<file path="src/rtl/adder_pkg.sv">
// Shared definitions for the nibble-serial adder controller:
// state encoding and nibble width.
package adder_pkg;

  localparam int NIBBLE_W = 4;

  typedef enum logic [1:0] {
    IDLE = 2'd0,
    ADD  = 2'd1,
    DONE = 2'd2
  } state_t;

endpackage

</file>
<file path="src/rtl/nibble_serial_adder_ctrl.sv">
// Nibble-serial controller around an external 4-bit full adder.
// Operands arrive through in_valid/in_ready.
// One nibble is fed to the adder per cycle, LSB first.
// The Cout of each nibble is registered and becomes the Cin of the next.
// The wide result is returned through out_valid/out_ready.
// Ports:
//   clk, rst (async, active-high)
//   in_valid/in_ready, in_a, in_b, in_cin   : operand pair
//   add_a, add_b, add_cin, add_sum, add_cout: 4-bit adder link
//   out_valid/out_ready, out_sum, out_cout, out_ovf : result
module nibble_serial_adder_ctrl
  import adder_pkg::*;
#(
  parameter int NIBBLES = 4
) (
  input  logic                          clk,
  input  logic                          rst,
  input  logic                          in_valid,
  output logic                          in_ready,
  input  logic [NIBBLE_W*NIBBLES-1:0]   in_a,
  input  logic [NIBBLE_W*NIBBLES-1:0]   in_b,
  input  logic                          in_cin,
  output logic [NIBBLE_W-1:0]           add_a,
  output logic [NIBBLE_W-1:0]           add_b,
  output logic                          add_cin,
  input  logic [NIBBLE_W-1:0]           add_sum,
  input  logic                          add_cout,
  output logic                          out_valid,
  input  logic                          out_ready,
  output logic [NIBBLE_W*NIBBLES-1:0]   out_sum,
  output logic                          out_cout,
  output logic                          out_ovf
);

  localparam int W  = NIBBLE_W * NIBBLES;
  localparam int IW = (NIBBLES > 1) ? $clog2(NIBBLES) : 1;

  state_t          state;
  logic [IW-1:0]   idx;
  logic            carry;
  logic [W-1:0]    a_reg;
  logic [W-1:0]    b_reg;
  logic [W-1:0]    sum_reg;

  logic            last;
  logic            in_add;
  logic            in_done;

  assign last    = (idx == IW'(NIBBLES - 1));
  assign in_add  = (state == ADD);
  assign in_done = (state == DONE);

  always_ff @(posedge clk or posedge rst) begin
    if (rst) begin
      state   <= IDLE;
      idx     <= '0;
      carry   <= 1'b0;
      a_reg   <= '0;
      b_reg   <= '0;
      sum_reg <= '0;
    end else begin
      unique case (state)
        IDLE: begin
          if (in_valid) begin
            a_reg   <= in_a;
            b_reg   <= in_b;
            carry   <= in_cin;
            idx     <= '0;
            sum_reg <= '0;
            state   <= ADD;
          end
        end
        ADD: begin
          sum_reg[idx*NIBBLE_W +: NIBBLE_W] <= add_sum;
          carry <= add_cout;
          if (last) begin
            state <= DONE;
          end else begin
            idx <= idx + IW'(1);
          end
        end
        DONE: begin
          if (out_ready) begin
            state <= IDLE;
          end
        end
        default: state <= IDLE;
      endcase
    end
  end

  // Handshakes decode straight from the state register, so
  // in_ready and out_valid can never be high together.
  assign in_ready  = (state == IDLE);
  assign out_valid = in_done;

  // Adder is fed only while ADD; otherwise it sees zeros.
  assign add_a   = in_add ? a_reg[idx*NIBBLE_W +: NIBBLE_W] : '0;
  assign add_b   = in_add ? b_reg[idx*NIBBLE_W +: NIBBLE_W] : '0;
  assign add_cin = in_add & carry;

  // Result is exposed only while DONE and is held from registers,
  // so it stays stable under backpressure.
  assign out_sum  = in_done ? sum_reg : '0;
  assign out_cout = in_done & carry;
  assign out_ovf  = in_done
                  & (a_reg[W-1] == b_reg[W-1])
                  & (sum_reg[W-1] != a_reg[W-1]);

endmodule

</file>
<file path="config.mk">
export PLATFORM = sky130hd
export DESIGN_NAME = nibble_serial_adder_ctrl
export DESIGN_NICKNAME = d
export VERILOG_FILES = /design/src/rtl/adder_pkg.sv /design/src/rtl/nibble_serial_adder_ctrl.sv
export SDC_FILE = /design/constraint.sdc
export NUM_CORES = 1
export LEC_CHECK = 0
export CAP_MARGIN = 20
export CELL_PAD_IN_SITES_DETAIL_PLACEMENT = 1
export CELL_PAD_IN_SITES_GLOBAL_PLACEMENT = 1
export CORE_MARGIN = 3
export CORE_UTILIZATION = 42
export CTS_CLUSTER_DIAMETER = 40
export DETAILED_ROUTE_END_ITERATION = 10
export PLACE_DENSITY_LB_ADDON = 0.1
export SLEW_MARGIN = 20
export SYNTH_ARGS = -nofsm -noshare
export SYNTH_HDL_FRONTEND = slang
export SYNTH_SLANG_ARGS = --single-unit
</file>
<file path="constraint.sdc">
create_clock -name clk -period 5 [get_ports clk]
set_clock_uncertainty 0.1 [all_clocks]
set_input_delay 1 -clock clk [delete_from_list [all_inputs] [get_ports clk]]
set_output_delay 1 -clock clk [all_outputs]
set_load 0.005 [all_outputs]
</file>
; Word level (Yosys, flattened, before mapping)
; Cells that the tools add are included.
[classes]
addsub = 2
n_mul = 0
div_mod_pow = 0
magnitude_cmp = 0
n_eq_ne = 9
shift = 4
muxes = 15
bitwise = 4
n_reduce_logical = 6
[ops]
columns = op, n
row1 = 4-bit negator with 34-bit output, 1
row2 = "4-bit by 34-bit variable shift with 16-bit output, first input constant", 1
row3 = 4-bit by 34-bit variable part select with 16-bit output, 1
row4 = 16-bit 2-to-1 mux, 2
row5 = 16-bit case mux with 2 select lines, 1
row6 = 16-bit by 5-bit variable part select with 4-bit output, 2
row7 = 16-bit bitwise mux, 1
row8 = 2-bit 2-to-1 mux, 5
row9 = 4-bit 2-to-1 mux, 2
row10 = "2-bit != test, second input constant", 4
row11 = 2-bit case mux with 3 select lines, 1
row12 = 3-bit AND reduction, 2
row13 = 1-bit AND, 4
row14 = "2-bit == test, second input constant", 2
row15 = 2-bit case mux with 2 select lines, 1
row16 = 2-bit AND reduction, 2
row17 = "2-bit by 1-bit adder with 2-bit output, second input constant", 1
row18 = "2-bit by 1-bit == test with 1-bit output, second input constant", 1
row19 = 2-bit logical NOT, 1
row20 = 1-bit case mux with 2 select lines, 1
row21 = 2-bit nonzero test, 1
row22 = 1-bit == test, 1
row23 = 1-bit 2-to-1 mux, 1
row24 = 1-bit != test, 1
[totals]
regBits = 53
latchBits = 0
ram_bits = 0
rom_bits = 0
input_bits = 42
mem_count = 0

; Logic depth before layout (Yosys ltp)
[logic_depth]
word_depth = 4
depth_mapped = 6
ltp_nobuf = 5

; Worst setup path before layout
; No wires, ideal clock.
[synth_path]
kind = register -> output
startpoint = register idx[0]
endpoint = output add_a[0]
t_arrival_ns = 1.268
t_required_ns = 3.900
setup_slack_ns = 2.632
path_stages_with_launch = 4
path_buffers = 1
path_cell_list = dfrtp_1 clkbuf_8 mux4_2 nor2b_1
[synth_between]
elab_chain_cells = 2
[synth_rtl]
columns = element, line
row1 = from (decl), nibble_serial_adder_ctrl.sv:39  ; logic [IW-1:0] idx;
row2 = from (signal assigned), nibble_serial_adder_ctrl.sv:79  ; idx <= idx + IW'(1);
row3 = 16-bit by 5-bit variable part select with 4-bit output, nibble_serial_adder_ctrl.sv:98  ; assign add_a = in_add ? a_reg[idx*NIBBLE_W +: NIBBLE_W] : '0;
row4 = 4-bit 2-to-1 mux, nibble_serial_adder_ctrl.sv:98
row5 = to (decl), nibble_serial_adder_ctrl.sv:23  ; output logic [NIBBLE_W-1:0] add_a,
; Every way passes these cells.

; Worst setup path after layout
[layout_path]
startpoint = register idx[0]
endpoint = output add_a[3]
; Same word-level chain as after synthesis.

==> impl_summary.txt <==
----------------------------------------------------
[Setup path]
  Crit Path Category ... reg -> out
  Type of destination of the critical path ... primary output
  Count of cells along the worst register-to-register path ... 4
  Startpoint of the most critical setup path ... idx[0]
  Arrival time reported for the critical path endpoint ... 2.36 ns
  Stage delay of the slowest cell on the critical path ... 0.83 ns
  Slack of the worst reg-to-reg path ... 2.69 ns
  Cell with the biggest individual delay on the critical path ... sky130_fd_sc_hd__dfrtp_1
  Ordered list of cells on the worst path ... mux4_1 > nor2b_1 > clkdlybuf4s50_1
  Destination of the critical timing path ... add_a[3]
  Startpoint kind of the worst setup timing path ... register
  Data required, critical path ... 3.90 ns
  Endpoint of the worst register-to-register path ... sum_reg[2]
  Highest net fanout along the worst path ... 15
  Start of the worst register-to-register path ... idx[0]

[STA]
  Total negative slack ... 0 ns
  Worst slew pin tran ... 0.746 ns
  Headroom to the max-slew limit ... 0.502
  Max-slew violations ... 0
  Period Utilization, post-route ... 0.692
  Count of final setup violators ... 0
  Maximum clock rate ... 289 MHz
  Period minus WS final ... 3.46 ns
  Final Hold Vio Count ... 0
  Least setup slack across all paths after layout ... 1.54 ns
  Setup repair after global routing missed its margin ... no

[Clock tree]
  Count of hold-fix buffers inserted at cts ... 0
  Number of clock sinks ... 53
  Clock Pin Slew Worst Setup and Hold Paths ... 0.09 ns
  Worst skew pair latency ... 0.30 ns
  Number of H-tree branching levels ... 2
  TritonCTS clock tree ... built
  Number of buffers inserted by post-CTS setup repair ... 0
  CTS buffer count ... 5
  Cell at the root of the clock tree ... sky130_fd_sc_hd__clkbuf_8
  Post_cts resized ... 0
  Bufs on Longest Clock Path ... 2

[Pwr]
  Psw ... 623 uW
  Worst vdd rail ir drop ... 234 uV
  Leakage power ... 1.47 nW
  Fraction of power consumed by sequential logic ... 0.415
  Int Pwr ... 1.26 mW
  PwrDens ... 538 nW/um^2
  Combinational share of power ... 0.461
  Sw Ratio ... 0.332
  Clock power share ... 0.124

[Logic synthesis]
  Synthesized area divided by synthesized cell count ... 13.9 sq um
  Portion of synthesized cell area occupied by the leading cell type ... 0.496
  Nets in the synthesized netlist ... 240
  Register area share after synthesis ... 0.496
  Post-synthesis cell type count ... 32
  Cell type contributing the most total cell area after synthesis ... sky130_fd_sc_hd__dfrtp_1
  Post-Synthesis Cells ... 192
  Cell types occupying the most area after synthesis ... sky130_fd_sc_hd__dfrtp_1, sky130_fd_sc_hd__mux2_2, sky130_fd_sc_hd__mux2_4
  Seq cells post-synth ... 53
  Count of yosys warnings during synthesis ... 0
  Mapped Area ... 2670 sq um

[Routing]
  Drt drc ... 0
  Average routed wire per standard cell ... 17.5 um
  Vias ... 1779
  Average vias per placed instance ... 5.26
  Remaining antenna violation count after routing ... 0
  Drt initial violations ... 55
  First-pass iteration count of the detailed router ... 4
  DRT Wirelength ... 5910 um

[Status]
  Outcome ... finished, final reports clean

[Global routing]
  Number of global-route vias before repair ... 1931
  Antenna violations before repair ... 0
  Total Routing Usage GR ... 0.171
  Global-route wire length before repair ... 9870 um
  Largest net degree at the start of global routing ... 34
  Total overflow reported by the global router ... 0

[Placed design]
  IO Port Bufs ... 70
  Half-perimeter wire length of the detailed placement result ... 4440 um
  Routability cong. ... 0.735
  Post-detailed-placement cell area ... 3410 sq um
  Placed Cells incl. Taps ... 330
  Pre-CTS setup slack ... 1.82 ns

[Floorplan]
  IO Pins ... 71
  Placeable Area ... 6030 sq um
  Standard-cell rows ... 28
  Die boundary height ... 85.8 um
  Starting density of the core ... 0.444
  Horizontal die dimension ... 85.8 um
  Full die area ... 7360 sq um

[Final layout]
  Count of placed standard cells in the final layout, fillers left out ... 338
  Number of nets in the layout ... 310
  Layout filler cell count ... 611
  Area of all placed cells without fillers ... 3490 sq um
  Commonest cells after routing, fill and taps aside ... sky130_fd_sc_hd__clkdlybuf4s50_1, sky130_fd_sc_hd__dfrtp_1, sky130_fd_sc_hd__mux2_2
  Area added between synthesis and finish ... 30.7%
  Most common cell after layout, fill and taps aside ... sky130_fd_sc_hd__clkdlybuf4s50_1
  Number of antenna diodes ... 0
  Fraction of final layout cells with drive strength greater than 1 ... 0.224

[Min path]
  Class of the tightest hold or removal check ... reg -> reg

[Job]
  Max-cap viol count ... 0

----------------------------------------------------
==> area by class of cell <==
type,count,area [sq um],area share
sequential,53,1330,0.380
multi-input combinational,122,1230,0.354
timing repair buffer,72,728,0.208
tap,75,93.8,0.0269
clock buffer,8,80.1,0.0229
inverter,8,30.0,0.00860
==> critical path, delay by kind of cell, from the launching register on <==
| kind | cells | cell delay, ns |
|---|---|---|
| DFF | 1 | 0.83 |
| muxes | 1 | 0.63 |
| buffers and inverters | 1 | 0.45 |
| and+or+nand+nor | 1 | 0.15 |
==> cells in the mapped netlist (all sizes together) <==
cell type   n
dfrtp      53
mux2       33
and2       16
a22o       15
inv         8
mux4        8
nor2b       8
buf         6
ha          6
nand2       6
nor2        5
a21o        4
clkbuf      3
nand2b      3
nor4        3
o21ai       3
a21oi       2
nand3b      2
nor3b       2
a32o        1
and3b       1
nor3        1
o22ai       1
or2b        1
or3b        1
==> power by group through the flow <==
stage                     Combinational (mW)  Sequential [mW]  Clock, mW
after global routing                   0.946            0.817      0.260
after CTS                              0.885            0.786      0.241
final                                  0.866            0.780      0.232
after detailed placement               0.874            0.794          0
after global placement                 0.849            0.780          0
after floorplan                        0.691            0.694          0
==> worst min-delay path by stage <==
stage,slack [ns],endpoint,from,depth (start not counted)
global route,0.42,sum_reg[8],sum_reg[8],1
CTS,0.40,sum_reg[14],sum_reg[14],1
floorplan,0.36,sum_reg[14],sum_reg[14],1
global placement,0.38,sum_reg[6],sum_reg[6],1
detailed placement,0.38,sum_reg[14],sum_reg[14],1
finish,0.40,sum_reg[8],sum_reg[8],1
==> through the flow <==
| step | hold WS (ns) | power (mW) | utilization |
|---|---|---|---|
| 6_report | 0.402 | 1.88 | 0.580 |
| 5_1_grt | 0.418 | 2.02 | 0.580 |
| 4_1_cts | 0.401 | 1.91 | 0.580 |
| 3_5_place_dp | 0.380 | 1.67 | 0.566 |
| 3_3_place_gp | 0.381 | 1.63 | 0.563 |
| 2_1_floorplan | 0.358 | 1.38 | - |
==> cells by family (layout without fill, tap and decap cells) <==
group | Yosys count | in the layout | share of synthesized area
fa+ha+maj | 6 | 6 | 0.0281
compound gates | 26 | 26 | 0.0777
mux | 41 | 41 | 0.223
flops | 53 | 53 | 0.496
buf+inv | 17 | 88 | 0.0421
simple gates | 49 | 49 | 0.133
==> routing by layer <==
layer	wire, um	vias up	global-route usage
li1	-	823	-
met2	3000	48	0.290
met1	2550	901	0.224
met5	0	-	0
met4	65	0	0.0432
met3	298	7	0.0355
Note: power is estimated with default switching activity, not from simulation.
